File: src/rtl/neighbor_table_writer.sv
// neighbor_table_writer: applies one neighbor report to the shared-memory neighbor table (update or append).
// Latency: update T0+5+i, append T0+6+count, drop T0+3+MAX_NEIGHBORS (update +1 with NT_KEEP_MIN_HOPS_EN).
// Backpressure: ready only when idle and en high; upstream holds the report during a table walk.
// Optional: define NT_KEEP_MIN_HOPS_EN to keep the smaller of stored and reported hops on update.
module neighbor_table_writer #(
   parameter int          MAX_NEIGHBORS = 32,
   parameter logic [10:0] ADDR_NCOUNT   = 11'h2C4,
   parameter logic [10:0] ADDR_NID      = 11'h072,
   parameter logic [10:0] ADDR_NHOPS    = 11'h132,
   parameter logic [10:0] ADDR_NQ       = 11'h172
) (
   input  logic        clock,
   input  logic        rst,
   input  logic        en,
   input  logic        upd_valid,
   input  logic [15:0] rx_nID,
   input  logic [15:0] rx_hops,
   input  logic [15:0] rx_Q,
   output logic        ready,
   output logic        done,
   output logic [1:0]  status,
   output logic [10:0] address,
   input  logic [15:0] data_in,
   output logic [15:0] data_out,
   output logic        wr_en
);
   localparam int            CW    = $clog2(MAX_NEIGHBORS + 1);
   localparam logic [CW-1:0] MAX_C = CW'(MAX_NEIGHBORS);
   localparam logic [15:0]   MAX_W = 16'(MAX_NEIGHBORS);

   typedef enum logic [3:0] {
      S_IDLE, S_RDCNT, S_SCAN, S_APPEND,
`ifdef NT_KEEP_MIN_HOPS_EN
      S_RDH,
`endif
      S_WRH, S_WRQ, S_WRCNT, S_DONE
   } state_t;

   state_t        state;
   logic [15:0]   nid_q, hops_q, q_q;
   logic [CW-1:0] cnt, idx, slot;
   logic          appending;
   logic [CW-1:0] cnt_rd, idx_nxt;

   // word address of entry n in a table region
   function automatic logic [10:0] slot_addr(input logic [10:0] base, input logic [CW-1:0] n);
      return base + 11'({n, 1'b0});
   endfunction

   // stored count is clamped so a corrupted count word can never walk past the table
   always_comb begin
      cnt_rd  = (data_in > MAX_W) ? MAX_C : data_in[CW-1:0];
      idx_nxt = idx + CW'(1);
      ready   = en && (state == S_IDLE);
   end

   // table walk: read count, scan IDs, then write ID/hops/Q/count; count goes last so aborts stay invisible
   always_ff @(posedge clock) begin
      if (rst) begin
         state     <= S_IDLE;
         address   <= '0;
         data_out  <= '0;
         wr_en     <= 1'b0;
         done      <= 1'b0;
         status    <= 2'b00;
         nid_q     <= '0;
         hops_q    <= '0;
         q_q       <= '0;
         cnt       <= '0;
         idx       <= '0;
         slot      <= '0;
         appending <= 1'b0;
      end else begin
         wr_en <= 1'b0;
         done  <= 1'b0;
         case (state)
            S_IDLE: begin
               if (upd_valid && ready) begin
                  nid_q     <= rx_nID;
                  hops_q    <= rx_hops;
                  q_q       <= rx_Q;
                  status    <= 2'b00;
                  appending <= 1'b0;
                  address   <= ADDR_NCOUNT;
                  state     <= S_RDCNT;
               end
            end
            S_RDCNT: begin
               cnt <= cnt_rd;
               idx <= '0;
               if (cnt_rd == '0) begin
                  // empty table: go straight to appending entry 0
                  slot      <= '0;
                  appending <= 1'b1;
                  address   <= ADDR_NID;
                  data_out  <= nid_q;
                  wr_en     <= 1'b1;
                  state     <= S_APPEND;
               end else begin
                  address <= ADDR_NID;
                  state   <= S_SCAN;
               end
            end
            S_SCAN: begin
               if (data_in == nid_q) begin
                  slot    <= idx;
                  address <= slot_addr(ADDR_NHOPS, idx);
`ifdef NT_KEEP_MIN_HOPS_EN
                  state   <= S_RDH;
`else
                  data_out <= hops_q;
                  wr_en    <= 1'b1;
                  state    <= S_WRH;
`endif
               end else if (idx_nxt == cnt) begin
                  // no match: append at the end unless the table is already full
                  slot      <= cnt;
                  appending <= 1'b1;
                  address   <= slot_addr(ADDR_NID, cnt);
                  data_out  <= nid_q;
                  wr_en     <= (cnt != MAX_C);
                  state     <= S_APPEND;
               end else begin
                  idx     <= idx_nxt;
                  address <= slot_addr(ADDR_NID, idx_nxt);
               end
            end
            S_APPEND: begin
               if (slot == MAX_C) begin
                  status <= 2'b11;
                  done   <= 1'b1;
                  state  <= S_DONE;
               end else begin
                  address  <= slot_addr(ADDR_NHOPS, slot);
                  data_out <= hops_q;
                  wr_en    <= 1'b1;
                  state    <= S_WRH;
               end
            end
`ifdef NT_KEEP_MIN_HOPS_EN
            S_RDH: begin
               // address already points at the stored hops word
               data_out <= (data_in < hops_q) ? data_in : hops_q;
               wr_en    <= 1'b1;
               state    <= S_WRH;
            end
`endif
            S_WRH: begin
               address  <= slot_addr(ADDR_NQ, slot);
               data_out <= q_q;
               wr_en    <= 1'b1;
               state    <= S_WRQ;
            end
            S_WRQ: begin
               if (appending) begin
                  address  <= ADDR_NCOUNT;
                  data_out <= 16'(cnt) + 16'd1;
                  wr_en    <= 1'b1;
                  state    <= S_WRCNT;
               end else begin
                  status <= 2'b01;
                  done   <= 1'b1;
                  state  <= S_DONE;
               end
            end
            S_WRCNT: begin
               status <= 2'b10;
               done   <= 1'b1;
               state  <= S_DONE;
            end
            S_DONE:  state <= S_IDLE;
            default: state <= S_IDLE;
         endcase
      end
   end
endmodule
File: config.mk
export PLATFORM = sky130hd
export DESIGN_NAME = neighbor_table_writer
export DESIGN_NICKNAME = d
export VERILOG_FILES = /design/src/rtl/neighbor_table_writer.sv
export SDC_FILE = /design/constraint.sdc
export NUM_CORES = 1
export LEC_CHECK = 0
export CAP_MARGIN = 10
export CORE_MARGIN = 4
export CORE_UTILIZATION = 53
export DETAILED_ROUTE_END_ITERATION = 7
export GPL_TIMING_DRIVEN = 0
export MAX_ROUTING_LAYER = met4
export PLACE_DENSITY = 0.8
export SLEW_MARGIN = 20
export SYNTH_ARGS = -nofsm -noshare
export SYNTH_HDL_FRONTEND = slang
export SYNTH_SLANG_ARGS = --single-unit
File: constraint.sdc
create_clock -name clock -period 3.11 [get_ports clock]
set_input_delay 0.311 -clock clock [delete_from_list [all_inputs] [get_ports clock]]
set_output_delay 0.311 -clock clock [all_outputs]
set_load 0.01 [all_outputs]
==> flow_summary.yaml <==
global_route:
  grt_overflow: 0
  use_met1_pct: 34.23
  grt_pass1_vias: 5511
  gr-usage-met2_pct: 50.61
  grtUsageTotal_pct: 29.45
  grt_pass1_wl_mm: 26.88
  grt_max_degree: 17
  grt-busiest-layer: "met2"
  antenna_found_initial: 0
  met3_usage_pct: 2.796
yosys:
  ys_ff_latch: 99
  synthMuxAreaShare_pct: 2.345
  synth-adder-area-share_pct: 2.029
  synth.top_cell.area_share_pct: 35.72
  synth_xor_area_share_pct: 5.524
  yosysTopAreaCell: "dfxtp_1"
  synth_enable_flop_cells: 0
  yosysSeqAreaShare_pct: 35.72
  synth_flop_cell: "dfxtp_1"
  syn_inst: 703
  yosysUniqueCellTypes: 68
  avgSynthCellArea_um2: 7.893
  yosysWarnings: 0
  synth_area_leaders: "dfxtp_1, a21oi_1, nand2_1"
  syn-cell-area_mm2: 0.005549
  async_flop_share_pct: 0
  synth_top_family_by_area: "compound AO/OA/AOI/OAI gates"
  synth-compound-area-share_pct: 27.37
  synth-simple-area-share_pct: 21.06
cts:
  cts_buffer_depth: 2
  post-cts-setup-buffers: 0
  clkLatencyLatePin_ns: 0.37
  cts_sinks: 99
  cts_resized: 0
  htreeDepth: 3
  hold_buffers: 0
  clk_pin_slew_ns: 0.10
  cts_tree: "built"
  cts-buffers-inserted: 9
  cts_root_buffer: "clkbuf_8"
route:
  drt_iter0_drc: 469
  firstDrtPassIters: 5
  wl_mm: 17.59
  via_per_inst: 6.051
  wl_per_cell_um: 18.48
  drc_errors: 0
  via_count: 5761
  ant_nets: 0
die:
  die-area_mm2: 0.01217
  die_h_um: 110.3
  core_mm2: 0.01028
  num_rows: 37
  io_pins: 100
  start_util_pct: 53.99
  die_w_um: 110.3
final_layout:
  layout-drive-gt1-share_pct: 8.333
  fillers: 860
  utilization_pct: 67.21
  syn_to_final_growth_pct: 24.49
  fin_nets: 888
  antenna_cells: 0
pwr:
  p_clk_share_pct: 31.2
  leakagePower_nw: 2.405
  swShare_pct: 29.48
  power.density_mw_per_mm2: 439.6
  power_frac_seq_pct: 46.8
  vdd_ir_drop_max_mv: 0.2940
  power.total_mw: 3.037
  p_sw_mw: 0.8953
  pwr-share-comb_pct: 22.0
  p_int_mw: 2.141
timing:
  period_share_pct: 91.28
  post-route-min-period_ns: 2.839
  fmaxAchievable_ghz: 0.3523
  finalSetupViolations: 0
  report.final.slew_viol_count: 0
  fin_skew_ns: 0.009881
  final-hold-violation-count: 0
  rsz0062_at_grt: "no"
  max_slew.worst_pin.slew_ns: 0.8613
  slew-limit-headroom_pct: 42.27
worst_setup_path:
  cp_max_fo: 10
  endpoint_kind: "register"
  cp.required_ns: 3.42
  crit_type: "register to register"
  critical_path.top_delay_family: "buffers and inverters"
  cp-start-kind: "register"
  crit_buf_inv: 4
  reg2reg_depth: 11
  cp_slowest_cell: "buf_1"
  critPathMaxStageDelay_ns: 0.47
  crit_cells: 11
  worstPathArrival_ns: 3.15
  crit_chain: "buf_2, inv_2, nand3_1, inv_2, buf_1, ha_1, xnor2_1, nor2_1, o221ai_1, nor2_1, a21oi_1"
placed_design:
  place.gp.congestion: 0.8956
  hpwl_mm: 13.45
  port_buffers: 96
hold_path:
  holdPathStages: 2
  hold_path.class: "register to register"
status:
  status: "complete, no violations"
run:
  max_cap_violations: 0
==> stage by stage <==
stage          std cells  hold WS, ns  worst slack, ns  cell area, µm²  TNS [ns]
2_1_floorplan        704       0.4357           0.8659            5553         0
3_3_place_gp         936       0.4456          0.02631            6684         0
3_5_place_dp         936       0.4464        -0.005684            6684  -0.01372
4_1_cts              952       0.4596           0.3267            6908         0
5_1_grt              952       0.4871          0.07377            6908         0
6_report             952       0.4626           0.2711            6908         0
==> Yosys cell counts (7+ instances only) <==
master / instances
nand2_1: 121
dfxtp_1: 99
a21oi_1: 94
nor2_1: 46
clkbuf_1: 37
o21ai_0: 23
xor2_1: 23
nand3_1: 20
a22oi_1: 18
a221oi_1: 16
nor3_1: 12
xnor2_1: 12
a211oi_1: 11
buf_2: 11
inv_1: 11
nand4_1: 11
a211oi_2: 10
ha_1: 9
mux2_2: 8
and3_1: 7
==> power by group through the flow <==
stage / Combinational (mW) / Clock, mW / Sequential [mW]
6_report: 0.670 / 0.947 / 1.42
2_1_floorplan: 0.367 / 0 / 1.44
5_1_grt: 0.726 / 0.993 / 1.43
3_5_place_dp: 0.659 / 0 / 1.45
4_1_cts: 0.664 / 0.943 / 1.42
3_3_place_gp: 0.646 / 0 / 1.44
==> cell families (layout without fill, tap and decap cells) <==
logic type / after synthesis / count (layout)
adders and majority gates: 9 / 9
other: 1 / 2
buffers and inverters: 73 / 185
AOI/OAI and AO/OA: 224 / 224
muxes: 12 / 12
xor gates and xnor gates: 35 / 35
DFF: 99 / 99
and+or+nand+nor: 250 / 250
==> metal layers <==
| layer | vias to the layer above | routed length, µm | share of wire, % |
|---|---|---|---|
| li1 | 2736 | - | - |
| met1 | 2712 | 7026 | 40 |
| met2 | 255 | 8718 | 50 |
| met3 | 58 | 1142 | 6.5 |
| met4 | 0 | 702 | 4.0 |
| met5 | - | 0 | 0 |
==> final timing paths <==
path / endpoint / start / slack [ns]
worst min-delay path: q_q[1]$_SDFFE_PP0P_ / q_q[1]$_SDFFE_PP0P_ / 0.46
worst min register to register: q_q[1]$_SDFFE_PP0P_ / q_q[1]$_SDFFE_PP0P_ / 0.46
worst max register to register: address[6]$_SDFFE_PP0P_ / state[1]$_SDFFE_PP0P_ / 0.27
worst max-delay path: address[6]$_SDFFE_PP0P_ / state[1]$_SDFFE_PP0P_ / 0.27
==> tightest hold or removal path, cell delays in order, from the launching register on <==
cell	delay, ns
dfxtp_1	0.32
nand2_1	0.05
a21oi_1	0.05
==> cell type report <==
cell class	count	area (µm²)	area share [%]
multi-input combinational	532	3244	46.97
buffer	58	270.3	3.912
inverter	15	56.30	0.8151
sequential	99	1982	28.69
clock inverter	5	82.58	1.195
tap	136	170.2	2.463
timing repair buffer	96	960.9	13.91
clock buffer	11	141.4	2.047
==> sequential cells by signal, indices dropped and copies added, names as in the netlist, 2 cells and up <==
| register | cells |
|---|---|
| state | 3 |
| slot | 6 |
| data_out | 16 |
| idx | 6 |
| nid_q | 16 |
| q_q | 16 |
| cnt | 6 |
| address | 9 |
| status | 2 |
| hops_q | 16 |
==> cell usage in the layout (no fill, tap or decap), types with 16 or more instances in the layout <==
cell / netlist / final
a22oi_1: 18 / 18
a221oi_1: 16 / 16
nand3_1: 20 / 20
o21ai_0: 23 / 23
dfxtp_1: 99 / 99
nor2_1: 46 / 46
xor2_1: 23 / 23
nand2_1: 121 / 121
clkdlybuf4s50_1: 0 / 96
a21oi_1: 94 / 94
clkbuf_1: 37 / 38
Power figures use the tool's default switching activity.
